### src/rtl/dcache_port_arbiter_pkg.sv
// Shared widths, arbiter state encoding and word-address helper for the
// D-cache port arbiter and its verify queue.
package dcache_port_arbiter_pkg;

  localparam int ADDR_WIDTH = 32;
  localparam int DATA_WIDTH = 32;

  typedef logic [1:0] arb_state_t;
  localparam arb_state_t ARB_IDLE      = 2'd0;
  localparam arb_state_t ARB_PIPE_BUSY = 2'd1;
  localparam arb_state_t ARB_VQ_BUSY   = 2'd2;

  // Word index of a byte address; stores and verify loads collide on this.
  function automatic logic [ADDR_WIDTH-3:0] word_of(input logic [ADDR_WIDTH-1:0] addr);
    return addr[ADDR_WIDTH-1:2];
  endfunction

endpackage

### src/rtl/dcache_port_arbiter_verify_queue.sv
// FIFO of pending value-prediction verify loads with a parallel word-address
// match across the valid entries.
module verify_queue
  import dcache_port_arbiter_pkg::*;
#(
  parameter int DEPTH = 4,
  parameter int ID_W  = 3
) (
  input  logic                  clk,
  input  logic                  rst,
  input  logic                  enq,
  input  logic [ADDR_WIDTH-1:0] enq_addr,
  input  logic [DATA_WIDTH-1:0] enq_pred,
  input  logic [ID_W-1:0]       enq_id,
  input  logic                  deq,
  input  logic                  flush,
  input  logic [ADDR_WIDTH-3:0] match_word,
  output logic [ADDR_WIDTH-1:0] head_addr,
  output logic [DATA_WIDTH-1:0] head_pred,
  output logic [ID_W-1:0]       head_id,
  output logic                  full,
  output logic                  empty,
  output logic                  match
);

  localparam int PTR_W = $clog2(DEPTH);
  localparam int CNT_W = PTR_W + 1;

  logic [ADDR_WIDTH-1:0] addr_mem [DEPTH];
  logic [DATA_WIDTH-1:0] pred_mem [DEPTH];
  logic [ID_W-1:0]       id_mem   [DEPTH];

  logic [PTR_W-1:0] wr_ptr_reg;
  logic [PTR_W-1:0] rd_ptr_reg;
  logic [CNT_W-1:0] count_reg;
  logic [DEPTH-1:0] hit;
  logic             do_enq;
  logic             do_deq;

  // Full/empty are taken before the edge, so a deq on a full queue never frees
  // room for a same-cycle enq.
  assign full   = (count_reg == CNT_W'(DEPTH));
  assign empty  = (count_reg == '0);
  assign do_enq = enq & ~full & ~flush;
  assign do_deq = deq & ~empty & ~flush;

  assign head_addr = addr_mem[rd_ptr_reg];
  assign head_pred = pred_mem[rd_ptr_reg];
  assign head_id   = id_mem[rd_ptr_reg];

  always_ff @(posedge clk) begin
    if (rst || flush) begin
      wr_ptr_reg <= '0;
      rd_ptr_reg <= '0;
      count_reg  <= '0;
    end else begin
      if (do_enq) wr_ptr_reg <= wr_ptr_reg + 1'b1;
      if (do_deq) rd_ptr_reg <= rd_ptr_reg + 1'b1;
      count_reg <= count_reg + CNT_W'(do_enq) - CNT_W'(do_deq);
    end
  end

  always_ff @(posedge clk) begin
    if (do_enq) begin
      addr_mem[wr_ptr_reg] <= enq_addr;
      pred_mem[wr_ptr_reg] <= enq_pred;
      id_mem[wr_ptr_reg]   <= enq_id;
    end
  end

  // An entry is live when its distance from the read pointer is below count.
  genvar gi;
  generate
    for (gi = 0; gi < DEPTH; gi++) begin : g_match
      logic [PTR_W-1:0] offset;
      assign offset  = PTR_W'(gi) - rd_ptr_reg;
      assign hit[gi] = ({1'b0, offset} < count_reg) &&
                       (word_of(addr_mem[gi]) == match_word);
    end
  endgenerate

  assign match = |hit;

endmodule

### src/rtl/dcache_port_arbiter.sv
// Shares the D-cache request port between MEM-stage accesses and queued
// value-prediction verify loads, and reports verify match/mismatch.
module dcache_port_arbiter
  import dcache_port_arbiter_pkg::*;
#(
  parameter int VQ_DEPTH     = 4,
  parameter int STARVE_LIMIT = 8,
  parameter int ID_W         = 3
) (
  input  logic                  clk,
  input  logic                  rst,
  input  logic                  pipe_valid,
  input  logic                  pipe_write,
  input  logic [ADDR_WIDTH-1:0] pipe_addr,
  input  logic [DATA_WIDTH-1:0] pipe_wdata,
  output logic                  pipe_resp_valid,
  output logic [DATA_WIDTH-1:0] pipe_resp_data,
  input  logic                  vq_enq,
  input  logic [ADDR_WIDTH-1:0] vq_addr,
  input  logic [DATA_WIDTH-1:0] vq_pred,
  input  logic [ID_W-1:0]       vq_id,
  output logic                  vq_full,
  output logic                  vq_empty,
  input  logic                  vq_flush,
  output logic                  ver_valid,
  output logic                  ver_match,
  output logic [ID_W-1:0]       ver_id,
  output logic                  dc_req_valid,
  output logic                  dc_req_write,
  output logic [ADDR_WIDTH-1:0] dc_req_addr,
  output logic [DATA_WIDTH-1:0] dc_req_data,
  input  logic                  dc_resp_valid,
  input  logic [DATA_WIDTH-1:0] dc_resp_data
);

  localparam int SW = $clog2(STARVE_LIMIT + 1);

  arb_state_t            state_reg;
  logic                  hold_write_reg;
  logic [ADDR_WIDTH-1:0] hold_addr_reg;
  logic [DATA_WIDTH-1:0] hold_data_reg;
  logic [DATA_WIDTH-1:0] hold_pred_reg;
  logic [ID_W-1:0]       hold_id_reg;
  logic                  flushed_reg;
  logic [SW-1:0]         starve_reg;
  logic                  ver_valid_reg;
  logic                  ver_match_reg;
  logic [ID_W-1:0]       ver_id_reg;

  logic [ADDR_WIDTH-1:0] head_addr;
  logic [DATA_WIDTH-1:0] head_pred;
  logic [ID_W-1:0]       head_id;
  logic                  q_empty;
  logic                  q_match;
  logic                  vq_ready;
  logic                  starved;
  logic                  store_hazard;
  logic                  grant_pipe;
  logic                  grant_vq;

  verify_queue #(
    .DEPTH (VQ_DEPTH),
    .ID_W  (ID_W)
  ) u_vq (
    .clk        (clk),
    .rst        (rst),
    .enq        (vq_enq),
    .enq_addr   (vq_addr),
    .enq_pred   (vq_pred),
    .enq_id     (vq_id),
    .deq        (grant_vq),
    .flush      (vq_flush),
    .match_word (word_of(pipe_addr)),
    .head_addr  (head_addr),
    .head_pred  (head_pred),
    .head_id    (head_id),
    .full       (vq_full),
    .empty      (q_empty),
    .match      (q_match)
  );

  // A queue being flushed this cycle is treated as already empty for grants.
  always_comb begin
    vq_ready     = ~q_empty & ~vq_flush;
    starved      = (starve_reg == SW'(STARVE_LIMIT)) & ~q_empty;
    store_hazard = pipe_valid & pipe_write & q_match;
    grant_pipe   = (state_reg == ARB_IDLE) & pipe_valid &
                   ~(vq_ready & (starved | store_hazard));
    grant_vq     = (state_reg == ARB_IDLE) & vq_ready & ~grant_pipe;
  end

  always_ff @(posedge clk) begin
    if (rst) begin
      state_reg      <= ARB_IDLE;
      hold_write_reg <= 1'b0;
      hold_addr_reg  <= '0;
      hold_data_reg  <= '0;
      hold_pred_reg  <= '0;
      hold_id_reg    <= '0;
      flushed_reg    <= 1'b0;
      starve_reg     <= '0;
      ver_valid_reg  <= 1'b0;
      ver_match_reg  <= 1'b0;
      ver_id_reg     <= '0;
    end else begin
      ver_valid_reg <= 1'b0;
      case (state_reg)
        ARB_IDLE: begin
          if (grant_pipe) begin
            state_reg      <= ARB_PIPE_BUSY;
            hold_write_reg <= pipe_write;
            hold_addr_reg  <= pipe_addr;
            hold_data_reg  <= pipe_wdata;
          end else if (grant_vq) begin
            state_reg      <= ARB_VQ_BUSY;
            hold_write_reg <= 1'b0;
            hold_addr_reg  <= head_addr;
            hold_data_reg  <= '0;
            hold_pred_reg  <= head_pred;
            hold_id_reg    <= head_id;
            flushed_reg    <= 1'b0;
          end
        end
        ARB_PIPE_BUSY: begin
          if (dc_resp_valid) state_reg <= ARB_IDLE;
        end
        ARB_VQ_BUSY: begin
          // A flushed verify still finishes on the cache; only its result is dropped.
          if (vq_flush) flushed_reg <= 1'b1;
          if (dc_resp_valid) begin
            state_reg     <= ARB_IDLE;
            ver_valid_reg <= ~flushed_reg & ~vq_flush;
            ver_id_reg    <= hold_id_reg;
            ver_match_reg <= (dc_resp_data == hold_pred_reg);
          end
        end
        default: state_reg <= ARB_IDLE;
      endcase

      if (q_empty || grant_vq) starve_reg <= '0;
      else if (grant_pipe && starve_reg != SW'(STARVE_LIMIT)) starve_reg <= starve_reg + 1'b1;
    end
  end

  assign dc_req_valid    = (state_reg != ARB_IDLE);
  assign dc_req_write    = hold_write_reg;
  assign dc_req_addr     = hold_addr_reg;
  assign dc_req_data     = hold_data_reg;
  assign pipe_resp_valid = dc_resp_valid & (state_reg == ARB_PIPE_BUSY);
  assign pipe_resp_data  = pipe_resp_valid ? dc_resp_data : '0;
  assign vq_empty        = q_empty & (state_reg != ARB_VQ_BUSY);
  assign ver_valid       = ver_valid_reg;
  assign ver_match       = ver_match_reg;
  assign ver_id          = ver_id_reg;

endmodule
### config.mk
export PLATFORM = sky130hd
export DESIGN_NAME = dcache_port_arbiter
export DESIGN_NICKNAME = d
export VERILOG_FILES = /design/src/rtl/dcache_port_arbiter_pkg.sv /design/src/rtl/dcache_port_arbiter_verify_queue.sv /design/src/rtl/dcache_port_arbiter.sv
export SDC_FILE = /design/constraint.sdc
export NUM_CORES = 1
export LEC_CHECK = 0
export ABC_AREA = 1
export CORE_MARGIN = 8
export CORE_UTILIZATION = 47
export CTS_CLUSTER_DIAMETER = 30
export DETAILED_ROUTE_END_ITERATION = 7
export GPL_TIMING_DRIVEN = 0
export HOLD_SLACK_MARGIN = 0.1
export PLACE_DENSITY = 0.74
export RECOVER_POWER = 100
export SLEW_MARGIN = 15
export SYNTH_ARGS = -nofsm -noshare
export SYNTH_HDL_FRONTEND = slang
export SYNTH_SLANG_ARGS = --single-unit
### constraint.sdc
create_clock -name clk -period 4.7 [get_ports clk]
set_input_delay 1.175 -clock clk [delete_from_list [all_inputs] [get_ports clk]]
set_output_delay 1.175 -clock clk [all_outputs]
set_load 0.05 [all_outputs]
-- After elaboration in Yosys (flattened, before gate mapping)
Memories as Yosys holds them, arrays and structs flattened. A register that Yosys moved wholly into a read port is not among the register bits.
Cells that the tools add are included.
- bits in latches: 0
- logic and storage cells: 108
- memory bits (read-only): 0
- register bits: 84
- bits in writable memories: 268
- memories: 3
- input bits: 170
- memories (memory ; depth ; width ; read ports ; clocked after Yosys merged registers in ; write ports ; line ; source):
    u_vq.addr_mem ; 4 ; 32 ; 5 ; 1 ; 1 ; dcache_port_arbiter_verify_queue.sv:29 ; logic [ADDR_WIDTH-1:0] addr_mem [DEPTH];
    u_vq.pred_mem ; 4 ; 32 ; 1 ; 1 ; 1 ; dcache_port_arbiter_verify_queue.sv:30 ; logic [DATA_WIDTH-1:0] pred_mem [DEPTH];
    u_vq.id_mem ; 4 ; 3 ; 1 ; 1 ; 1 ; dcache_port_arbiter_verify_queue.sv:31 ; logic [ID_W-1:0] id_mem [DEPTH];
- add/sub/neg operators: 9
- multipliers: 0
- bitwise gates (word level): 25
- divide/modulo/power cells: 0
- order comparisons: 4
- shift operators: 0
- multiplexer cells: 18
- equal/unequal tests: 16
- reductions and logical operators: 21
- operators by type and width (kind ; number):
    32-bit two-way mux ; 5
    30-bit == test ; 4
    32-bit == test ; 1
    1-bit bitwise AND ; 16
    2-bit by 3-bit < comparator with 1-bit output ; 4
    2-bit two-way mux ; 5
    2-bit != test, second input constant ; 4
    1-bit NOT ; 8
    1-bit two-way mux ; 6
    2-bit AND reduction ; 3
    2-bit nonzero test ; 3
    1-bit logical AND ; 5
    2-bit by 1-bit adder with 2-bit output, second input constant ; 2
    4-bit by 1-bit adder with 4-bit output, second input constant ; 1
    4-bit == test, second input constant ; 1
    4-bit != test, second input constant ; 1
    2-bit one-hot mux with 2 select lines ; 1
    4-bit AND reduction ; 1
    2-bit OR reduction ; 2
    4-bit OR reduction ; 1
    1-bit by 2-bit subtractor with 2-bit output, first input constant ; 2
    2-bit subtractor, first input constant ; 2
    3-bit by 1-bit adder with 3-bit output ; 1
    3-bit == test, second input constant ; 1
    12 further kinds ; 13

-- Depth between registers and ports, before layout
- word-level depth: 15
- gate-level depth with buffers: 27

-- Cells and area by module
Synthesis repeated with hierarchy kept, for this count alone.
- cells, all modules: 1935
- area total of the unflattened synthesis: 17682.0 um^2
- modules (own cells, without submodules) (module ; area an instance (um^2) ; cells an instance ; sequential area each (um^2) ; times used):
    verify_queue ; 12483.2 ; 1184 ; 8227.9 ; 1
    dcache_port_arbiter ; 5198.7 ; 751 ; 2242.2 ; 1

-- Least setup slack after synthesis
No wires, ideal clock.
- path type: input -> register
- from: input vq_enq
- to: memory u_vq.addr_mem[0][0] (enable)
- path slack: -0.116 ns
- required time: 4.208 ns
- library setup time: 0.492 ns
- arrival time: 4.324 ns
- buffers on the path: 0
- stages on the path: 4
- path through: o21ai_0 -> nor2_1 -> inv_1 -> nor2_1
- longest elaborated chain between the ends: 4
- RTL lines (what ; line ; source):
    start: declaration ; dcache_port_arbiter.sv:18 ; input logic vq_enq,
    1-bit bitwise AND (2 in series) ; dcache_port_arbiter_verify_queue.sv:44 ; assign do_enq = enq & ~full & ~flush;
    named net u_vq.do_enq ; dcache_port_arbiter_verify_queue.sv:37 ; logic do_enq;
    1-bit two-way mux ; dcache_port_arbiter_verify_queue.sv:64 ; if (do_enq) begin
    1-bit two-way mux (implied by the code) ; dcache_port_arbiter_verify_queue.sv:65 ; addr_mem[wr_ptr_reg] <= enq_addr;
    end: declaration ; dcache_port_arbiter_verify_queue.sv:29 ;
The timed path passes the listed nets, and every way through them passes these cells.

-- Final worst setup path
- from: input dc_resp_valid
- to: output pipe_resp_data[30]
- longest elaborated chain between the ends: 2
- RTL lines (what ; line ; source):
    start: declaration ; dcache_port_arbiter.sv:32 ; input logic dc_resp_valid,
    1-bit bitwise AND ; dcache_port_arbiter.sv:149 ; assign pipe_resp_valid = dc_resp_valid & (state_reg == ARB_PIPE_BUSY);
    32-bit two-way mux ; dcache_port_arbiter.sv:150 ; assign pipe_resp_data = pipe_resp_valid ? dc_resp_data : '0;
    end: declaration ; dcache_port_arbiter.sv:17 ; output logic [DATA_WIDTH-1:0] pipe_resp_data,
No other way between the ends.

==> results.md <==
* Die area at 44200 µm²
* DRC Markers at 0
* Vias per cell at 5.43
* Worst setup margin at 160 ps
* Final setup vio count at 0
* Syn Nets at 2098
* Top Registers: u_vq.addr_mem x128, u_vq.pred_mem x128
* Top cell type's share of synthesized area at 45.4%
* Worst vdd ir at 0.358 mV
* Post-cts resize count at 0
* Area delta synth->final at 33.5%
* Vias at 15400
* # clock sinks at 389
* CTS hold repair buffers at 0
* DIE WIDTH at 210 µm
* Register area share after synthesis at 59.1%
* I/O pin count at 276
* Number of core rows at 71
* Crit path cell chain: dlygate4sd3_1, nand2_1, clkbuf_1, nor2_1, clkdlybuf4s50_1
* Worst-case clock buffer depth at 3
* Worst slew pin tran at 2050 ps
* Initial antenna violation count at 15
* Hold/Removal Path Class: register to register
* Setup CP Type: input pin to output port
* Warnings from Yosys at 0
* Synth Instances at 1913
* Critical path arrival at 3370 ps
* Violated checks: max-capacitance violations, max-slew violations
* Crit-path max cell delay at 860 ps
* Status: complete, but fails checks
* Max-slew violation count at 64
* Slowest library cell on the worst path: clkdlybuf4s50_1
* Final hold vios at 0
* CP required at 3520 ps
* Largest net degree at the start of global routing at 26
* #FFs+latches synth at 389
* Syn avg cell area at 9.26 µm²
* Hold slack at 458 ps
* Max-cap violations at 4
* Num CTS Buffers at 77
* Period Utilization, post-route at 96.6%
* Layout Nets at 2443
* RSZ-0062 raised after global routing: false
* TritonCTS clock tree: done
* Initial Util at 47.4%
* Wirelength per Cell at 19.7 µm
* Top cells by area, synth: edfxtp_1 45%, dfxtp_1 14%, nand2_1 9.5%
* Largest area contributor in the netlist: edfxtp_1
* Place WS at -62.4 ps
* Dpl hpwl at 39.3 mm
* Number of setup buffers added after CTS at 0
* FMAX at 0.220 GHz
* Critical path origin: dc_resp_valid
* Worst r2r dst: u_vq.count_reg[2]
* Leakage at 9.41 nW
* H-tree Lvls at 3
* Initial drt markers at 1476
* Fraction of layout cells with a size suffix above 1 at 7.62%
* Synth cell types at 33
* CP max FO at 10
* Reg2Reg Setup Slack at 480 ps
* Post-Route WL at 55.8 mm
* Die height at 210 µm
* Worst Setup EP: pipe_resp_data[30]
* Reg-to-Reg Start: u_vq.rd_ptr_reg[0]
* Crit path launch type: input pin
* Worst slew margin at -37.2%
* # port buffers at 254
* Total GRT Usage at 24.3%
* Clock skew at 25.7 ps
* Clk_lat worst skew at 600 ps
* Total global routing overflow at 0
* Vias in the first global route at 15300
* Root buf cell: clkbuf_16
* Tmin final at 4540 ps
* Pwr Density at 504 nW/µm²
* Antenna Violating Nets Remaining at 0
* DR pass1 iterations at 5
* Register clock-pin slew on the reported worst setup and hold paths at 50 ps
* Gp weighted congestion at 0.914
* Critical Path End Type: output port
* First-pass GRT wire length at 83.8 mm
* Core box area at 37400 µm²
* Reg2reg path depth at 27
* Cell Area, Synth at 17700 µm²
[where the power goes]
part | switching (mW) | leakage [nW] | total [mW] | internal (mW)
combinational | 1.76 | 4.75 | 2.51 | 0.749
clock | 1.82 | 1.24 | 5.39 | 3.58
sequential | 0.123 | 3.42 | 4.03 | 3.90
[synth_stat cells]
cell type,instances
a211oi_1,2
ha_1,14
or2_1,3
dfxtp_1,121
o21ai_0,71
nand3_1,129
edfxtp_1,268
buf_4,4
nor3_1,5
clkbuf_1,65
xor2_1,38
inv_1,124
buf_6,1
a21oi_1,189
clkinv_1,3
inv_2,13
buf_1,15
fa_1,1
nor3b_1,1
nor2_1,224
buf_2,36
nand4_1,15
xnor2_1,49
nor4_1,2
nand2_1,447
a21boi_1,1
nand2_2,2
or2_0,5
a32o_1,10
o211ai_1,14
a221oi_1,36
a211o_1,2
o22ai_1,3
[layer usage]
layer  share of wire (%)  global-route usage, %
met3                  10                   6.80
met4                 3.3                   10.6
met5                0.17                      0
met2                  48                   40.3
met1                  38                   29.4
[worst min path at each step]
stage	slack (ps)	end	cells past startpoint	startpoint
2_1_floorplan	400	ver_valid	1	flushed_reg
3_5_place_dp	460	dc_req_data[14]	2	dc_req_data[14]
3_3_place_gp	450	starve_reg[3]	2	starve_reg[3]
6_report	460	dc_req_data[8]	2	dc_req_data[8]
4_1_cts	460	dc_req_data[8]	2	dc_req_data[8]
5_1_grt	470	dc_req_data[14]	2	dc_req_data[14]
[final cells by class]
cell class                 count  area (µm²)
timing repair buffer         266        2690
fill                        2937       13800
multi-input combinational   1263        6200
buffer                       121         497
antenna                        7        17.5
sequential                   389       10500
clock inverter                51         512
clock buffer                  92        2100
tap                          511         639
inverter                     140         526
[logic make-up (layout without fill, tap and decap cells)]
group,count (synthesis),after routing,share of synthesized area (%)
simple gates,833,833,19.0
flops,389,389,59.1
compound gates,328,328,10.6
buf+inv,261,670,5.91
xor+xnor,87,87,4.30
fa+ha+maj,15,15,1.10
other cells,0,7,0
[critical path: cells and delay by family]
family                 cells  cell delay [ps]
buffers and inverters      3             1750
and+or+nand+nor            2              430
[placed cells by master, fill, tap and decap left out, types with 11 or more instances in the layout]
cell,netlist,routed
nand4_1,15,15
o21ai_0,71,71
clkbuf_16,0,81
dlygate4sd3_1,0,176
inv_2,13,13
nor2_1,224,224
clkinvlp_4,0,15
xnor2_1,49,49
buf_2,36,25
a21oi_1,189,189
o211ai_1,14,14
clkinv_1,3,11
xor2_1,38,38
edfxtp_1,268,268
dfxtp_1,121,121
inv_1,124,124
nand2_1,447,447
a221oi_1,36,36
clkbuf_1,65,92
clkdlybuf4s50_1,0,78
nand3_1,129,129
buf_1,15,14
ha_1,14,14
[stage by stage]
step | TNS, ps | utilization, % | std cells | instance area (µm²) | power, mW
floorplan | -31180 | - | 1913 | 17700 | 5.69
global placement | -853130 | 55.9 | 2678 | 20900 | 6.61
detailed placement | -62.4 | 56.8 | 2690 | 21200 | 6.67
CTS | 0 | 63.8 | 2833 | 23800 | 12.1
global route | 0 | 63.2 | 2840 | 23600 | 12.3
finish | 0 | 63.2 | 2840 | 23600 | 11.9
Power figures use the tool's default switching activity.
